[config.mk]
export PLATFORM = sky130hd
export DESIGN_NAME = vec_wb_arbiter
export DESIGN_NICKNAME = d
export VERILOG_FILES = /design/src/rtl/vec_wb_arbiter_pkg.sv /design/src/rtl/wb_skid_fifo.sv /design/src/rtl/vec_wb_arbiter.sv
export SDC_FILE = /design/constraint.sdc
export NUM_CORES = 1
export LEC_CHECK = 0
export CORE_UTILIZATION = 40
export DETAILED_ROUTE_END_ITERATION = 8
export PLACE_DENSITY = 0.73
export SKIP_CTS_REPAIR_TIMING = 1
export SLEW_MARGIN = 20
export SYNTH_ARGS = -nofsm -noshare
export SYNTH_HDL_FRONTEND = slang
export SYNTH_SLANG_ARGS = --single-unit
[constraint.sdc]
create_clock -name clk -period 30.8 [get_ports clk]
set_input_delay 3.08 -clock clk [delete_from_list [all_inputs] [get_ports clk]]
set_output_delay 3.08 -clock clk [all_outputs]
set_load 0.03 [all_outputs]
[src/rtl/vec_wb_arbiter_pkg.sv]
// Shared widths, entry packing and source encodings for the vector writeback merge stage.
// Width macros normally come from the shared define.v; these fallbacks are used only when no other file defines them.
`ifndef XLEN
`define XLEN 32
`endif
`ifndef DEPTH_WARP
`define DEPTH_WARP 3
`endif
`ifndef REGIDX_WIDTH
`define REGIDX_WIDTH 5
`endif
`ifndef REGEXT_WIDTH
`define REGEXT_WIDTH 3
`endif

package vec_wb_arbiter_pkg;

  localparam int XLEN_W         = `XLEN;
  localparam int WARP_W         = `DEPTH_WARP;
  localparam int REG_W          = `REGIDX_WIDTH + `REGEXT_WIDTH;
  localparam int NUM_THREAD_DEF = 4;

  // One buffered writeback entry: {data, mask, reg_idxw, warp_id}.
  function automatic int wb_entry_w(input int num_thread);
    return num_thread * XLEN_W + num_thread + REG_W + WARP_W;
  endfunction

  localparam int WB_ENTRY_W = wb_entry_w(NUM_THREAD_DEF);

  typedef enum logic {
    SRC_VMUL = 1'b0,
    SRC_VALU = 1'b1
  } wb_src_e;

endpackage

[src/rtl/wb_skid_fifo.sv]
// Small power-of-two FIFO with a registered occupancy count and asynchronous active-high reset.
// Head data is read straight from storage, so the output has no path from push-side inputs.
module wb_skid_fifo #(
  parameter int DEPTH = 2,
  parameter int WIDTH = 8
) (
  input  logic             clk,
  input  logic             rst,
  input  logic             push,
  input  logic             pop,
  input  logic [WIDTH-1:0] din,
  output logic [WIDTH-1:0] dout,
  output logic             empty,
  output logic             full
);

  localparam int PTR_W = (DEPTH > 1) ? $clog2(DEPTH) : 1;
  localparam int CNT_W = $clog2(DEPTH + 1);
  localparam logic [CNT_W-1:0] FULL_CNT = CNT_W'(DEPTH);

  logic [WIDTH-1:0] mem [DEPTH];
  logic [PTR_W-1:0] wr_ptr;
  logic [PTR_W-1:0] rd_ptr;
  logic [CNT_W-1:0] count;
  logic             push_ok;
  logic             pop_ok;

  assign push_ok = push & ~full;
  assign pop_ok  = pop & ~empty;

  // Pointers are exactly log2(DEPTH) wide, so they wrap to 0 after DEPTH-1.
  always_ff @(posedge clk or posedge rst) begin
    if (rst) begin
      wr_ptr <= '0;
      rd_ptr <= '0;
      count  <= '0;
      for (int i = 0; i < DEPTH; i++) mem[i] <= '0;
    end else begin
      if (push_ok) begin
        mem[wr_ptr] <= din;
        wr_ptr      <= wr_ptr + 1'b1;
      end
      if (pop_ok) rd_ptr <= rd_ptr + 1'b1;
      case ({push_ok, pop_ok})
        2'b10:   count <= count + 1'b1;
        2'b01:   count <= count - 1'b1;
        default: count <= count;
      endcase
    end
  end

  assign dout  = mem[rd_ptr];
  assign empty = (count == '0);
  assign full  = (count == FULL_CNT);

endmodule

[src/rtl/vec_wb_arbiter.sv]
// Merges the vmul and vector-ALU result streams onto the single vector register-file write port.
// Handshake: a transfer happens on a cycle where valid and ready are both high; a valid source holds its payload until then.
module vec_wb_arbiter
  import vec_wb_arbiter_pkg::*;
#(
  parameter int NUM_THREAD = NUM_THREAD_DEF,
  parameter int FIFO_DEPTH = 2
) (
  input  logic                         clk,
  input  logic                         rst,
  input  logic                         s0_valid_i,
  output logic                         s0_ready_o,
  input  logic [NUM_THREAD*XLEN_W-1:0] s0_data_i,
  input  logic [NUM_THREAD-1:0]        s0_mask_i,
  input  logic                         s0_wvd_i,
  input  logic [REG_W-1:0]             s0_reg_idxw_i,
  input  logic [WARP_W-1:0]            s0_warp_id_i,
  input  logic                         s1_valid_i,
  output logic                         s1_ready_o,
  input  logic [NUM_THREAD*XLEN_W-1:0] s1_data_i,
  input  logic [NUM_THREAD-1:0]        s1_mask_i,
  input  logic                         s1_wvd_i,
  input  logic [REG_W-1:0]             s1_reg_idxw_i,
  input  logic [WARP_W-1:0]            s1_warp_id_i,
  output logic                         wb_valid_o,
  input  logic                         wb_ready_i,
  output logic [NUM_THREAD*XLEN_W-1:0] wb_data_o,
  output logic [NUM_THREAD-1:0]        wb_mask_o,
  output logic [REG_W-1:0]             wb_reg_idxw_o,
  output logic [WARP_W-1:0]            wb_warp_id_o,
  output logic                         wb_src_o
);

  localparam int ENTRY_W = wb_entry_w(NUM_THREAD);

  logic               s0_push, s1_push;
  logic               s0_pop, s1_pop;
  logic               s0_full, s1_full;
  logic               s0_empty, s1_empty;
  logic [ENTRY_W-1:0] s0_head, s1_head;
  logic [ENTRY_W-1:0] wb_entry;
  logic               wb_fire;
  logic               both_req;
  wb_src_e            grant;
  wb_src_e            rr_prio;
  wb_src_e            hold_src;
  logic               hold;

  // Ready depends only on the registered count (and reset), never on wb_ready_i.
  assign s0_ready_o = ~rst & ~s0_full;
  assign s1_ready_o = ~rst & ~s1_full;

  // Entries that write nothing are accepted and discarded here.
  assign s0_push = s0_valid_i & s0_ready_o & s0_wvd_i & (|s0_mask_i);
  assign s1_push = s1_valid_i & s1_ready_o & s1_wvd_i & (|s1_mask_i);

  wb_skid_fifo #(.DEPTH(FIFO_DEPTH), .WIDTH(ENTRY_W)) u_fifo_vmul (
    .clk   (clk),
    .rst   (rst),
    .push  (s0_push),
    .pop   (s0_pop),
    .din   ({s0_data_i, s0_mask_i, s0_reg_idxw_i, s0_warp_id_i}),
    .dout  (s0_head),
    .empty (s0_empty),
    .full  (s0_full)
  );

  wb_skid_fifo #(.DEPTH(FIFO_DEPTH), .WIDTH(ENTRY_W)) u_fifo_valu (
    .clk   (clk),
    .rst   (rst),
    .push  (s1_push),
    .pop   (s1_pop),
    .din   ({s1_data_i, s1_mask_i, s1_reg_idxw_i, s1_warp_id_i}),
    .dout  (s1_head),
    .empty (s1_empty),
    .full  (s1_full)
  );

  assign wb_valid_o = ~s0_empty | ~s1_empty;
  assign wb_fire    = wb_valid_o & wb_ready_i;
  assign both_req   = ~s0_empty & ~s1_empty;

  // A stalled grant is pinned: its FIFO cannot drain without a fire, so the held choice stays valid.
  always_comb begin
    grant = rr_prio;
    if (hold)                      grant = hold_src;
    else if (~s0_empty & s1_empty) grant = SRC_VMUL;
    else if (s0_empty & ~s1_empty) grant = SRC_VALU;
  end

  assign s0_pop = wb_fire & (grant == SRC_VMUL);
  assign s1_pop = wb_fire & (grant == SRC_VALU);

  always_ff @(posedge clk or posedge rst) begin
    if (rst) begin
      rr_prio  <= SRC_VMUL;
      hold     <= 1'b0;
      hold_src <= SRC_VMUL;
    end else begin
      hold     <= wb_valid_o & ~wb_ready_i;
      hold_src <= grant;
      if (wb_fire & both_req) rr_prio <= wb_src_e'(~grant);
    end
  end

  assign wb_entry = (grant == SRC_VALU) ? s1_head : s0_head;

  always_comb begin
    {wb_data_o, wb_mask_o, wb_reg_idxw_o, wb_warp_id_o} = '0;
    if (wb_valid_o) {wb_data_o, wb_mask_o, wb_reg_idxw_o, wb_warp_id_o} = wb_entry;
  end

  assign wb_src_o = wb_valid_o & (grant == SRC_VALU);

endmodule

==> reports/results.tsv <==
metric	value	unit
endpoint_kind	primary output	
finalHoldViolCount	0	
yosysWarnings	0	
hold_class	flip-flop to flip-flop	
grt_antenna_before_repair	21	
fin_skew	0.02170	ns
cts.sinks	583	
swShare	39.54	%
relSlewSlack	31.22	%
clkLatencyLatePin	0.60	ns
synth_flop_cell	dfrtp_1	
io_buffers	439	
cp-start-kind	flip-flop	
initial_utilization	40.46	%
tritoncts	done	
syn_to_final_growth	26.18	%
power.leakage	14.38	nW
track_usage	21.49	%
period_share	26.77	%
fin_tns_setup	0	ns
grt.overflow.total	0	
yosysSeqAreaShare	53.59	%
vias	18070	
routedWlPerCell	23.18	um
syn-num-nets	2248	
dpl.cell_count	3114	
clk_pin_slew	0.06	ns
synthCells	1953	
p_comb_share	50.7	%
ys_seq_elements	583	
clkPwrFrac	18.3	%
dp_hpwl	49.07	mm
async_flop_share	100.0	%
arrival	5.16	ns
fp.dieW	262.9	um
syn_avg_cell_area	13.94	um^2
ctsRootBufferMaster	clkbuf_16	
ant_nets	0	
synth_commonest_cells	dfrtp_1, mux2_2, nor2b_1	
p_sw	1.735	mW
fmax	0.1213	GHz
viasPerCell	5.570	
drt-initial-drc-count	924	
rows	95	
dr.pass1.iters	5	
drt_wl_total	75.20	mm
synth_top_area_share	53.59	%
setup_viol	0	
drive_above_1_share	26.23	%
die_h	262.9	um
seqPwrFrac	31.0	%
synth-edff-count	0	
gp_congestion	0.8406	
dieArea	0.06910	mm^2
ys_types	34	
route.detailed.drc	0	
clock_path_buffers	3	
internal-power	2.653	mW
syn_area	0.02722	mm^2
grt_max_degree	132	
path_class	flip-flop to primary output	
synth.area.top_cells	dfrtp_1, mux2_2, mux2i_1	
outcome	completed	
cts_buffers	68	
grt_pass1_vias	19410	
grt_pass1_wl	115.4	mm
slew_violations	0	
tightest_slew	1.032	ns
drv_cap	0	
coreArea	0.06728	mm^2
fin_cells	3244	
yosysMostFrequentCell	dfrtp_1	
final_nets	2608	
cp.required	27.72	ns
period_minus_slack	8.245	ns
cts_htree_levels	3	
synth_area_leader_cell	dfrtp_1	
ir_drop	0.08409	mV
cp_max_fo	73	
io_pins	440	
rsz0062_at_grt	no	
power_density	127.7	mW/mm^2
## worst paths after layout
path                                                   from                          endpoint  slack, ns  cells past startpoint
hold reg to reg            u_fifo_valu.mem[148]$_DFFE_PP0P_  u_fifo_valu.mem[148]$_DFFE_PP0P_       0.48                      1
max in group asynchronous                               rst  u_fifo_valu.mem[247]$_DFFE_PP0P_      24.31                      5
setup / recovery           u_fifo_vmul.count[1]$_DFFE_PP0P_                    wb_data_o[125]      22.56                      7
setup reg to reg           u_fifo_vmul.count[0]$_DFFE_PP0P_  u_fifo_vmul.mem[232]$_DFFE_PP0P_      27.07                      5
hold / removal             u_fifo_valu.mem[148]$_DFFE_PP0P_  u_fifo_valu.mem[148]$_DFFE_PP0P_       0.48                      1
min in group asynchronous                               rst   u_fifo_valu.mem[40]$_DFFE_PP0P_       3.38                      2
## layout by cell type (no fill, tap or decap), types with 2 or more instances in the layout
cell type,synthesis,final
buf_6,16,2
ha_1,2,2
clkbuf_8,0,7
inv_1,5,4
nand2_1,4,3
inv_2,3,2
clkdlybuf4s50_1,0,439
o21ai_0,2,2
mux2_1,91,91
mux2i_1,143,143
mux2_2,411,411
inv_6,0,6
a221oi_1,143,143
buf_16,0,2
nor2_1,7,7
xnor2_1,5,5
dfrtp_4,0,2
a211oi_1,143,143
mux2_4,70,70
diode_2,0,7
clkinv_2,0,5
a21oi_1,4,4
nor2b_1,144,143
clkbuf_1,86,24
dfrtp_1,583,581
xor2_1,5,5
a2111oi_4,2,2
clkbuf_16,0,69
clkinv_8,0,2
buf_4,3,21
bufinv_16,0,6
## registers in the layout (all words and copies together), names as in the netlist
register,cells
u_fifo_vmul.wr_ptr,1
rr_prio,1
u_fifo_vmul.count,2
hold_src,1
u_fifo_vmul.mem,286
hold,1
u_fifo_vmul.rd_ptr,1
u_fifo_valu.wr_ptr,1
u_fifo_valu.mem,286
u_fifo_valu.count,2
u_fifo_valu.rd_ptr,1
## per-layer routing
| metal | track usage, % | up-vias | wire (um) |
|---|---|---|---|
| met4 | 7.555 | 24 | 2001 |
| met5 | 0 | - | 167 |
| met2 | 36.20 | 507 | 36990 |
| li1 | - | 8010 | - |
| met1 | 25.82 | 9386 | 30300 |
| met3 | 6.840 | 142 | 5732 |
## kinds of logic after synthesis
logic type / count (synthesis) / synth area share [%]
AND/OR/NAND/NOR: 164 / 3.672
adder cells (fa/ha/maj): 2 / 0.09191
buffers and inverters: 183 / 3.521
XOR/XNOR: 10 / 0.3217
flip-flops: 583 / 53.59
AO/OA/AOI/OAI: 296 / 8.917
multiplexers: 715 / 29.88
## cell type report
cell class                      instances  area (um^2)
Inverter                                8        40.04
Tap cell                              873         1092
Timing Repair Buffer                  465         4649
Clock inverter                         21        306.5
Clock buffer                          100         1913
Multi-Input combinational cell       1187        11730
Sequential cell                       583        14600
Fill cell                            5595        32930
Antenna cell                            7        17.52
## metrics by stage
step                      setup slack [ns]  hold slack, ns  util, %  cell area [um^2]  power (mW)
after floorplan                      11.41          0.4574        -             27220       2.787
after global placement               23.01          0.4660    47.63             32040       3.518
after detailed placement             22.98          0.4740    47.64             32050       3.588
after CTS                            22.57          0.4865    50.94             34270       4.418
after global routing                 22.37          0.5027    51.04             34340       4.604
final                                22.56          0.4845    51.06             34350       4.388
## power groups by stage
stage	Combinational (mW)	Sequential, mW	Clock [mW]
after global routing	2.35	1.40	0.855
after floorplan	1.50	1.29	0
after CTS	2.24	1.35	0.825
after detailed placement	2.22	1.36	0
final	2.22	1.36	0.805
after global placement	2.19	1.33	0
## worst max-delay path, stage by stage (launching register included)
cell             delay [ns]
dfrtp_1                0.53
nor3b_1                0.37
a211o_4                0.75
nand2_1                0.25
inv_4                  0.73
buf_4                  0.76
a211oi_1               0.24
clkdlybuf4s50_1        0.66
Note: power is estimated with default switching activity, not from simulation.
